<file path="config.mk">
export PLATFORM = sky130hd
export DESIGN_NAME = bcd_display_scan
export DESIGN_NICKNAME = d
export VERILOG_FILES = /design/src/rtl/seg7_pkg.sv /design/src/rtl/bcd_to_seg7.sv /design/src/rtl/bcd_display_scan.sv
export SDC_FILE = /design/constraint.sdc
export NUM_CORES = 1
export LEC_CHECK = 0
export BUFFER_PORTS_ARGS = -buffer_cell sky130_fd_sc_hd__buf_2
export CAP_MARGIN = 15
export CORE_UTILIZATION = 50
export DETAILED_ROUTE_END_ITERATION = 10
export PLACE_DENSITY_LB_ADDON = 0.3
export SYNTH_ARGS = -nofsm -noshare
export SYNTH_HDL_FRONTEND = slang
export SYNTH_SLANG_ARGS = --single-unit
</file>
<file path="constraint.sdc">
create_clock -name clk -period 2.5 [get_ports clk]
set_clock_uncertainty 0.05 [all_clocks]
set_input_delay 0.25 -clock clk [delete_from_list [all_inputs] [get_ports clk]]
set_output_delay 0.25 -clock clk [all_outputs]
set_load 0.1 [all_outputs]
</file>
<file path="src/rtl/seg7_pkg.sv">
// Shared encodings for the two-digit multiplexed 7-segment scanner:
// frame states, active-low segment patterns and anode enables.
package seg7_pkg;

   localparam logic [1:0] BLANK0 = 2'd0;
   localparam logic [1:0] SHOW0  = 2'd1;
   localparam logic [1:0] BLANK1 = 2'd2;
   localparam logic [1:0] SHOW1  = 2'd3;

   // Segment order is {g,f,e,d,c,b,a}; a 0 lights the segment.
   localparam logic [6:0] SEG_OFF  = 7'h7F;
   localparam logic [6:0] SEG_DASH = 7'h3F;
   localparam logic [6:0] SEG_0    = 7'h40;
   localparam logic [6:0] SEG_1    = 7'h79;
   localparam logic [6:0] SEG_2    = 7'h24;
   localparam logic [6:0] SEG_3    = 7'h30;
   localparam logic [6:0] SEG_4    = 7'h19;
   localparam logic [6:0] SEG_5    = 7'h12;
   localparam logic [6:0] SEG_6    = 7'h02;
   localparam logic [6:0] SEG_7    = 7'h78;
   localparam logic [6:0] SEG_8    = 7'h00;
   localparam logic [6:0] SEG_9    = 7'h10;

   localparam logic [1:0] DIG_OFF   = 2'b11;
   localparam logic [1:0] DIG_UNITS = 2'b10;
   localparam logic [1:0] DIG_TENS  = 2'b01;

   typedef struct packed {
      logic [3:0] tens;
      logic [3:0] units;
   } bcd_pair_t;

endpackage

</file>
<file path="src/rtl/bcd_to_seg7.sv">
// Combinational BCD to active-low 7-segment decoder; non-BCD codes show a dash.
module bcd_to_seg7
   import seg7_pkg::*;
(
   input  logic [3:0] digit,
   output logic [6:0] seg
);

   always_comb begin
      seg = SEG_DASH;
      case (digit)
         4'd0: seg = SEG_0;
         4'd1: seg = SEG_1;
         4'd2: seg = SEG_2;
         4'd3: seg = SEG_3;
         4'd4: seg = SEG_4;
         4'd5: seg = SEG_5;
         4'd6: seg = SEG_6;
         4'd7: seg = SEG_7;
         4'd8: seg = SEG_8;
         4'd9: seg = SEG_9;
         default: seg = SEG_DASH;
      endcase
   end

endmodule

</file>
<file path="src/rtl/bcd_display_scan.sv">
// Two-digit common-anode display scanner: frame-synchronous digit update,
// inter-digit blanking and optional leading-zero blanking of the tens digit.
module bcd_display_scan
   import seg7_pkg::*;
#(
   parameter int PRESCALE     = 50000,
   parameter int BLANK_CYCLES = 500
) (
   input  logic       clk,
   input  logic       rst_n,
   input  logic [3:0] bcd0,
   input  logic [3:0] bcd1,
   input  logic       load,
   input  logic       lzb_en,
   output logic [6:0] seg,
   output logic [1:0] dig_sel,
   output logic       frame_start
);

   localparam int MAXC = (PRESCALE > BLANK_CYCLES) ? PRESCALE : BLANK_CYCLES;
   localparam int CW   = (MAXC > 1) ? $clog2(MAXC) : 1;

   localparam logic [CW-1:0] SHOW_LAST  = CW'(PRESCALE - 1);
   localparam logic [CW-1:0] BLANK_LAST = CW'(BLANK_CYCLES - 1);

   logic [1:0]    state, state_nxt;
   logic [CW-1:0] cnt, cnt_nxt;
   logic          run;
   logic          leaving;
   bcd_pair_t     pending, disp, disp_nxt, captured;
   logic [3:0]    dec_digit;
   logic [6:0]    dec_seg;
   logic [6:0]    seg_nxt;
   logic [1:0]    dig_nxt;

   assign captured = '{tens: bcd1, units: bcd0};

   always_comb begin
      state_nxt = state;
      unique case (state)
         BLANK0:  if (cnt == BLANK_LAST) state_nxt = SHOW0;
         SHOW0:   if (cnt == SHOW_LAST)  state_nxt = BLANK1;
         BLANK1:  if (cnt == BLANK_LAST) state_nxt = SHOW1;
         default: if (cnt == SHOW_LAST)  state_nxt = BLANK0;
      endcase
      cnt_nxt = (state_nxt != state) ? '0 : cnt + 1'b1;
      leaving = (state == SHOW1) && (state_nxt == BLANK0);
      // The edge after reset release holds cycle 0 of BLANK0 so that the
      // first visible cycle carries frame_start.
      if (!run) begin
         state_nxt = BLANK0;
         cnt_nxt   = '0;
         leaving   = 1'b0;
      end
   end

   // A load coinciding with the frame boundary bypasses the pending register.
   always_comb begin
      disp_nxt = disp;
      if (leaving) disp_nxt = load ? captured : pending;
   end

   assign dec_digit = (state_nxt == SHOW1) ? disp_nxt.tens : disp_nxt.units;

   bcd_to_seg7 u_dec (
      .digit (dec_digit),
      .seg   (dec_seg)
   );

   // Outputs are decoded from the next state so the flops line up with it.
   always_comb begin
      seg_nxt = SEG_OFF;
      dig_nxt = DIG_OFF;
      unique case (state_nxt)
         SHOW0: begin
            seg_nxt = dec_seg;
            dig_nxt = DIG_UNITS;
         end
         SHOW1: begin
            if (!(lzb_en && disp_nxt.tens == 4'd0)) begin
               seg_nxt = dec_seg;
               dig_nxt = DIG_TENS;
            end
         end
         default: begin
            seg_nxt = SEG_OFF;
            dig_nxt = DIG_OFF;
         end
      endcase
   end

   always_ff @(posedge clk) begin
      if (!rst_n) begin
         state       <= BLANK0;
         cnt         <= '0;
         run         <= 1'b0;
         pending     <= '0;
         disp        <= '0;
         seg         <= SEG_OFF;
         dig_sel     <= DIG_OFF;
         frame_start <= 1'b0;
      end else begin
         run         <= 1'b1;
         state       <= state_nxt;
         cnt         <= cnt_nxt;
         if (load) pending <= captured;
         disp        <= disp_nxt;
         seg         <= seg_nxt;
         dig_sel     <= dig_nxt;
         frame_start <= (state_nxt == BLANK0) && (cnt_nxt == '0);
      end
   end

endmodule

</file>
[After elaboration in Yosys (flattened, before gate mapping)]
Memory sizes are Yosys's and may differ from the RTL's.
Cells that the tools add are included.
Word-level totals
  bits in registers: 45
  memories kept: 1
  input port bits: 12
  memory bits (read-only): 112
Memory list
  (no name shown): words 16, bits a word 7, rd ports 1, clocked after Yosys merged registers in 0, wr ports 0, RTL line bcd_to_seg7.sv:11  | case (digit)
Operators by class
  equality and inequality tests: 8
  reduce and logical (&&, ||, !) cells: 8
  add/subtract/negate cells: 1
  multiplexer cells: 17
Operators by type and width (count)
  $mux W16: 2
  $add A16 B1 Y16 const B: 1
  $eq A16 B16 Y1 const B: 1
  $eq A16 B9 Y1 const B: 1
  $logic_not A16 Y1: 1
  $mux W8: 2
  $pmux W7 S2: 1
  $mux W2: 6
  $mux W7: 1
  $eq A2 B2 Y1 const B: 3
  $logic_not A2 Y1: 3
  $pmux W2 S3: 1
  $eq A2 B1 Y1 const B: 2
  $logic_not A4 Y1: 1
  $mux W4: 1
  $pmux W2 S2: 1
  $logic_and A1 B1 Y1: 3
  $mux W1: 2
  $ne A2 B2 Y1: 1

[Longest topological paths before layout]
Gate-level depths: netlist of the first run.
  depth after elaboration: 11
  mapped depth: 11

[By module]
From an unflattened synthesis of the first run, not the netlist that was laid out.
Unflattened totals
  cells, all modules: 267
  area total of the unflattened synthesis: 2422.3 µm²
By module, submodules not included
  bcd_display_scan: instances 1, sequential area each 900.9 µm², cells each 236, area an instance 2182.1 µm²
  bcd_to_seg7: instances 1, sequential area each 0.0 µm², cells each 31, area an instance 240.2 µm²

[Least setup slack after synthesis of the first run]
Ideal clock, no wire load.
  path type: register to register
  from: reg cnt[0]
  to: reg seg[4]
  setup time: 122 ps
  stages on the path, launching flop included: 11
  path slack: -252 ps
  period minus slack after synthesis: 2752 ps
  path buffers: 0
  arrival time: 2580 ps
  data required time: 2328 ps
  path through: dfxtp_1 ha_1 nor4b_2 a41oi_2 a21oi_4 a22oi_1 o22ai_1 ha_1 inv_1 or3_1 a221o_1
On the way
  word-level cells in the longest chain between the ends: 11
  elaborated cells between the ends (all ways): 20
  classes of those cells: eq/ne (4); mux (11); reduce/logical (4); memory (1)
Ends and longest elaborated chain
  from (decl): RTL line bcd_display_scan.sv:27  | logic [CW-1:0] cnt, cnt_nxt;
  from (signal assigned): RTL line bcd_display_scan.sv:105  | cnt <= cnt_nxt;
  $eq A16 B16 Y1 / $eq A16 B9 Y1 (equally long branches)
  $mux W2 (on tied branches)
  $pmux W2 S3 *: RTL line bcd_display_scan.sv:40  | unique case (state)
  $logic_not A2 Y1: RTL line bcd_display_scan.sv:47  | leaving = (state == SHOW1) && (state_nxt == BLANK0);
  $logic_and A1 B1 Y1: RTL line bcd_display_scan.sv:47
  $mux W1: RTL line bcd_display_scan.sv:50  | if (!run) begin
  $mux W8: RTL line bcd_display_scan.sv:60  | if (leaving) disp_nxt = load ? captured : pending;
  $mux W4 / $logic_not A4 Y1 (equally long branches): RTL line bcd_display_scan.sv:63, bcd_display_scan.sv:80
  $mem_v2 Z16 W7 / $logic_and A1 B1 Y1 (equally long branches)
  $mux W7: RTL line bcd_display_scan.sv:80  | if (!(lzb_en && disp_nxt.tens == 4'd0)) begin
  $pmux W7 S2 *: RTL line bcd_display_scan.sv:74  | unique case (state_nxt)
  to (signal assigned): RTL line bcd_display_scan.sv:108  | seg <= seg_nxt;
  to (decl): RTL line bcd_display_scan.sv:15  | output logic [6:0] seg,
Mark *: on every way between the ends. The rest lies on a longest branch, timed or not.
A chain may end at the register's enable or synchronous reset.

[Worst setup path after layout of the first run]
  from: reg cnt[1]
  to: reg seg[4]
The elaborated chain is that of the path after synthesis.

==> reports/qor.csv, run 1 <==
metric,value,unit
final_cells,352,
die-area,0.00488,sq mm
syn-num-nets,270,
firstDrtPassIters,5,
drive_gt1_share,31.3,%
clk_pin_slew_worst_paths,0.09,ns
ant_nets,0,
portBuffers,21,
crit_fanout,4,
power_frac_seq,58.3,%
ys_types,52,
hp-class,in -> reg,
grt_pass1_vias,1842,
grt_max_degree,24,
synth-seq-cells,45,
viasPerCell,5.40,
diodes,0,
regToRegStartpoint,cnt[1],
power.density,448,mW/mm^2
wirelength,4.92,mm
setup_slack,0.00500,ns
drc_errors,0,
rsz0062_at_grt,true,
htree_levels,2,
yosysTopAreaCellShare,39.1,%
status,"finished, final reports clean",
whs_path_depth,3,
holdPathEnd,dig_sel[1],
cts-hold-fix-buffers,0,
vias,1901,
crit_arrival,2.63,ns
wl_per_cell,14.0,um
ys_async_sr_fraction,0,%
reg2regPathDepth,10,
hold_violations,0,
synthesis.yosys.warnings,0,
syn_inst,251,
p_leak,1.23,nW
regToRegSetupSlack,0.005,ns
antenna_found_initial,0,
switchingPower,304,uW
grt_overflow,0,
hold_start,lzb_en,
place_congestion,0.843,
cts_made_buffers,5,
drv_slew,0,
cts_num_sinks,45,
tightest_slew,0.571,ns
synth_most_common_cell,dfxtp_1,
slew_headroom,61.9,%
fin_crit_sh,99.8,%
yosysSeqAreaShare,39.1,%
cp.required,2.64,ns
place_inst,339,
p_int,955,uW
synthTopCellsByArea,"dfxtp_1, xnor2_1, nor2_1",
synth-main-ff-cell,dfxtp_1,
p_total,1.26,mW
fin_nets,318,
core,0.00438,sq mm
dieHeight,69.9,um
dp_slack,-0.0468,ns
syn_avg_cell_area,9.18,sq um
synth_common_cells,"dfxtp_1, nor2_1, nand2_1",
root_buffer,clkbuf_8,
worst_hold_slack,0.134,ns
clockPowerShare,36.3,%
combinationalPowerShare,5.5,%
place_hpwl,3.63,mm
rows,24,
insertion_delay,0.30,ns
drv_cap,0,
synth.cell_area,0.00230,sq mm
fmax,401,MHz
drt_iter0_markers,92,
critPathCaptureType,register,
synth_edf_count,0,
cts_tree,built,
switching_share,24.2,%
yosys.area.top_type,dfxtp_1,
start_kind,register,
grt_pass1_wl,8.21,mm
track_usage,21.1,%
clockBufferDepth,2,
ios,22,
min_period,2.50,ns
setup_viol,0,
dieWidth,69.9,um
initial_core_util,52.6,%
r2r-end,seg[4],
crit_type,reg -> reg,
area_growth,21.9,%
ir_worst_vdd,291,uV
[worst max-delay path, cell delays in order (launching register included)]
cell and delay, ns:
dfxtp_2 0.36, ha_4 0.15, nor4b_4 0.23, a41oi_2 0.21
a21oi_4 0.25, a22oi_2 0.11, o22ai_2 0.13, ha_2 0.18
inv_1 0.03, or3_4 0.38, a221o_1 0.30
[state kept, by name, indices dropped and copies added (netlist names)]
register and flops:
dig_sel 2, state 2, pending 8, run 1
disp 8, seg 7, frame_start 1, cnt 16
[placed cells by master (no fill, tap or decap), drive strengths merged, types with 2 or more instances in the layout]
cell / Yosys / routed
o21ai: 4 / 4
nor2: 26 / 26
xnor2: 15 / 15
dfxtp: 45 / 45
clkbuf: 6 / 5
xor2: 4 / 4
nor3: 9 / 9
a21oi: 7 / 7
o211a: 8 / 8
nand4: 6 / 6
nand2b: 3 / 3
a41oi: 2 / 2
or4: 2 / 2
ha: 7 / 7
nor2b: 9 / 9
and4: 2 / 2
or2: 2 / 2
buf: 4 / 51
mux2i: 9 / 9
nor4: 5 / 5
inv: 8 / 9
a31o: 2 / 2
nand3: 12 / 12
a31oi: 5 / 5
nand2: 22 / 22
and3: 9 / 9
and2: 6 / 6
[metal layers]
metal	up-vias	global-route usage, %	wire length (um)
met1	885	24.8	2220
met4	0	6.89	40
met5	-	0	0
li1	986	-	-
met2	26	37.7	2520
met3	4	4.62	145
[cell families after synthesis]
kind of cell | share of synthesized area [%]
mux | 4.40
buf+inv | 3.42
compound gates | 12.2
simple gates | 29.9
fa+ha+maj | 3.80
xor+xnor | 7.22
flops | 39.1
[power groups by stage]
stage	clock, mW	combinational, mW	sequential [mW]
finish	0.457	0.0689	0.733
global route	0.502	0.0778	0.735
CTS	0.471	0.0695	0.733
detailed placement	0	0.0684	0.750
global placement	0	0.0670	0.750
floorplan	0	0.0365	0.758
[timing repair]
| action | CTS | global route |
|---|---|---|
| gates resized for setup | 1 | 9 |
| setup endpoints to repair | 1 | 7 |
| pin swaps | 4 | 4 |
| buffers inserted | 4 | 1 |
[per-stage QoR]
step / cell area [sq um] / setup TNS (ns) / utilization, %
final: 2810 / 0 / 64.1
after global routing: 2810 / -0.138 / 64.1
after CTS: 2780 / -0.00169 / 63.4
after detailed placement: 2650 / -0.0468 / 60.5
after global placement: 2650 / 0 / 60.5
after floorplan: 2350 / 0 / -
[how the worst max path moves through the flow]
stage            start  depth (start not counted)      to
5_1_grt         cnt[1]                         10  seg[4]
3_3_place_gp    cnt[1]                         10  seg[4]
2_1_floorplan  cnt[13]                          9  seg[4]
3_5_place_dp    cnt[1]                         10  seg[4]
6_report        cnt[1]                         10  seg[4]
4_1_cts         cnt[0]                         10  seg[4]
[layout make-up]
type | count | area [sq um]
Tap cell | 52 | 65.1
Inverter | 8 | 30.0
Clock buffer | 5 | 68.8
Sequential cell | 45 | 907
Fill cell | 376 | 1570
Timing Repair Buffer | 51 | 330
Clock inverter | 3 | 21.3
Multi-Input combinational cell | 188 | 1390
No activity file was read; power rests on OpenSTA's default activity.
==> inputs of run 2 (changes only) <==
--- a/config.mk
+++ b/config.mk
@@ -5,10 +5,10 @@
 export SDC_FILE = /design/constraint.sdc
 export NUM_CORES = 1
 export LEC_CHECK = 0
-export BUFFER_PORTS_ARGS = -buffer_cell sky130_fd_sc_hd__buf_2
 export CAP_MARGIN = 15
 export CORE_UTILIZATION = 50
 export DETAILED_ROUTE_END_ITERATION = 10
+export DONT_BUFFER_PORTS = 1
 export PLACE_DENSITY_LB_ADDON = 0.3
 export SYNTH_ARGS = -nofsm -noshare
 export SYNTH_HDL_FRONTEND = slang
==> run 2 against run 1 <==
Clock-buffer cell count unchanged. Total power shrank 0.80%. Final area shrank 3.5%. Clock power grew 2%. Global-route usage down 0.41 points. Core utilization fell by 2.2 points. The run now ends with negative setup slack left. Largest power group unchanged. First-iteration DRC count is 17% higher. Worst hold slack got worse by 0.12 ns. Wire length is 5.1% lower. Critical path depth down 1. Combinational power decreased by 40%. Critical endpoint unchanged.
==> reports/qor.csv, run 2 (synthesized netlist as in run 1, its figures left out) <==
metric,value,unit
status,"complete, but fails checks",
violations,negative setup slack,
wl_per_cell,14.1,um
fmax,400,MHz
start_kind,register,
wirelength,4.67,mm
p_leak,1.16,nW
drc_errors,0,
ant_nets,0,
rows,24,
dieHeight,69.9,um
crit_arrival,2.64,ns
portBuffers,0,
die-area,0.00488,sq mm
clockBufferDepth,2,
drive_gt1_share,25.1,%
largest_reg_flops,16,
grt_max_degree,23,
area_growth,17.7,%
regMostFlops,cnt,
root_buffer,clkbuf_8,
rsz0062_at_grt,true,
firstDrtPassIters,4,
place_congestion,0.884,
drv_cap,0,
htree_levels,2,
critPathCaptureType,register,
postPlaceCellArea,0.00255,sq mm
place_inst,318,
cts_num_sinks,45,
power.density,460,mW/mm^2
stdcell_area,0.00271,sq mm
tightest_slew,0.936,ns
hp-class,in -> reg,
dieWidth,69.9,um
grt_pass1_wl,8.12,mm
final_common_cell,dfxtp_1,
p_total,1.25,mW
final_cells,331,
initial_core_util,52.6,%
place_hpwl,3.50,mm
antenna_found_initial,0,
core,0.00438,sq mm
drv_slew,0,
finalSetupTns,-0.00170,ns
dp_slack,-0.00892,ns
cts_tree,built,
largestRegisters,"cnt x16, disp x8, pending x8",
setup_viol,1,
final_cell_mix,"dfxtp_1, buf_4, nor2_1",
fin_nets,297,
fin_crit_sh,100,%
cp.required,2.64,ns
track_usage,20.7,%
crit_type,reg -> reg,
vias,1842,
insertion_delay,0.30,ns
nFillCells,387,
cts_made_buffers,5,
setup_slack,-0.00170,ns
slew_headroom,37.5,%
ir_worst_vdd,247,uV
clk_pin_slew_worst_paths,0.09,ns
min_period,2.50,ns
ios,22,
viasPerCell,5.56,
grt_pass1_vias,1844,
hold_violations,0,
diodes,0,
crit_fanout,4,
grt_overflow,0,
drt_iter0_markers,108,
==> run 2: cell types whose count changed in the layout (fill, tap and decap cells not counted), sizes merged <==
cell and change:
buf -22, dlygate4sd3 +1
==> run 2: worst paths after layout <==
check	slack [ns]	endpoint	cells after the start	from
max	-0.002	seg[4]	9	cnt[11]
min	0.01	dig_sel[0]	1	rst_n
max reg2reg	-0.002	seg[4]	9	cnt[11]
min reg2reg	0.47	dig_sel[0]	1	run
==> run 2: power breakdown <==
part / switching (mW) / internal [mW] / leakage, nW
registers: 0.0137 / 0.727 / 0.367
logic: 0.0209 / 0.0208 / 0.746
clock network: 0.264 / 0.202 / 0.0447
==> run 2: repair_timing <==
item | 4_1_cts | 5_1_grt
endpoints found under the hold margin | 2 | 0
gates resized for setup | 0 | 6
pin swaps | 1 | 1
setup buffers | 3 | 1
hold buffers | 1 | 0
gates cloned | 0 | 0
setup endpoints to repair | 1 | 5
==> run 2: per-layer routing <==
layer,track usage (%),vias to the layer above,part of all wire (%)
li1,-,944,-
met1,24.5,857,45
met2,36.8,33,51
met3,3.61,8,3.0
met4,8.22,0,1.7
met5,0,-,0
==> run 2: worst max-delay path: stages (launching register included) <==
cell and delay [ns]:
dfxtp_1 0.37, nor4_4 0.37, buf_4 0.19, and2_4 0.15, a21oi_4 0.07, buf_4 0.15
buf_4 0.14, a32o_1 0.28, or3_4 0.33, a221o_1 0.29
==> run 2: cell type report <==
class                   count  area [sq um]  area share, %
clock inverters             3          25.0          0.923
inverters                   8          30.0           1.11
multi-input cells         188          1390           51.3
well taps                  52          65.1           2.40
clock buffers               5          68.8           2.54
flip-flops and latches     45           905           33.3
repair buffers             30           228           8.39
==> run 2: per-stage QoR <==
step,util [%],hold slack [ns]
2_1_floorplan,-,0.228
3_3_place_gp,58.1,0.230
3_5_place_dp,58.1,0.230
4_1_cts,61.0,0.0102
5_1_grt,61.9,0.00403
6_report,61.9,0.0106
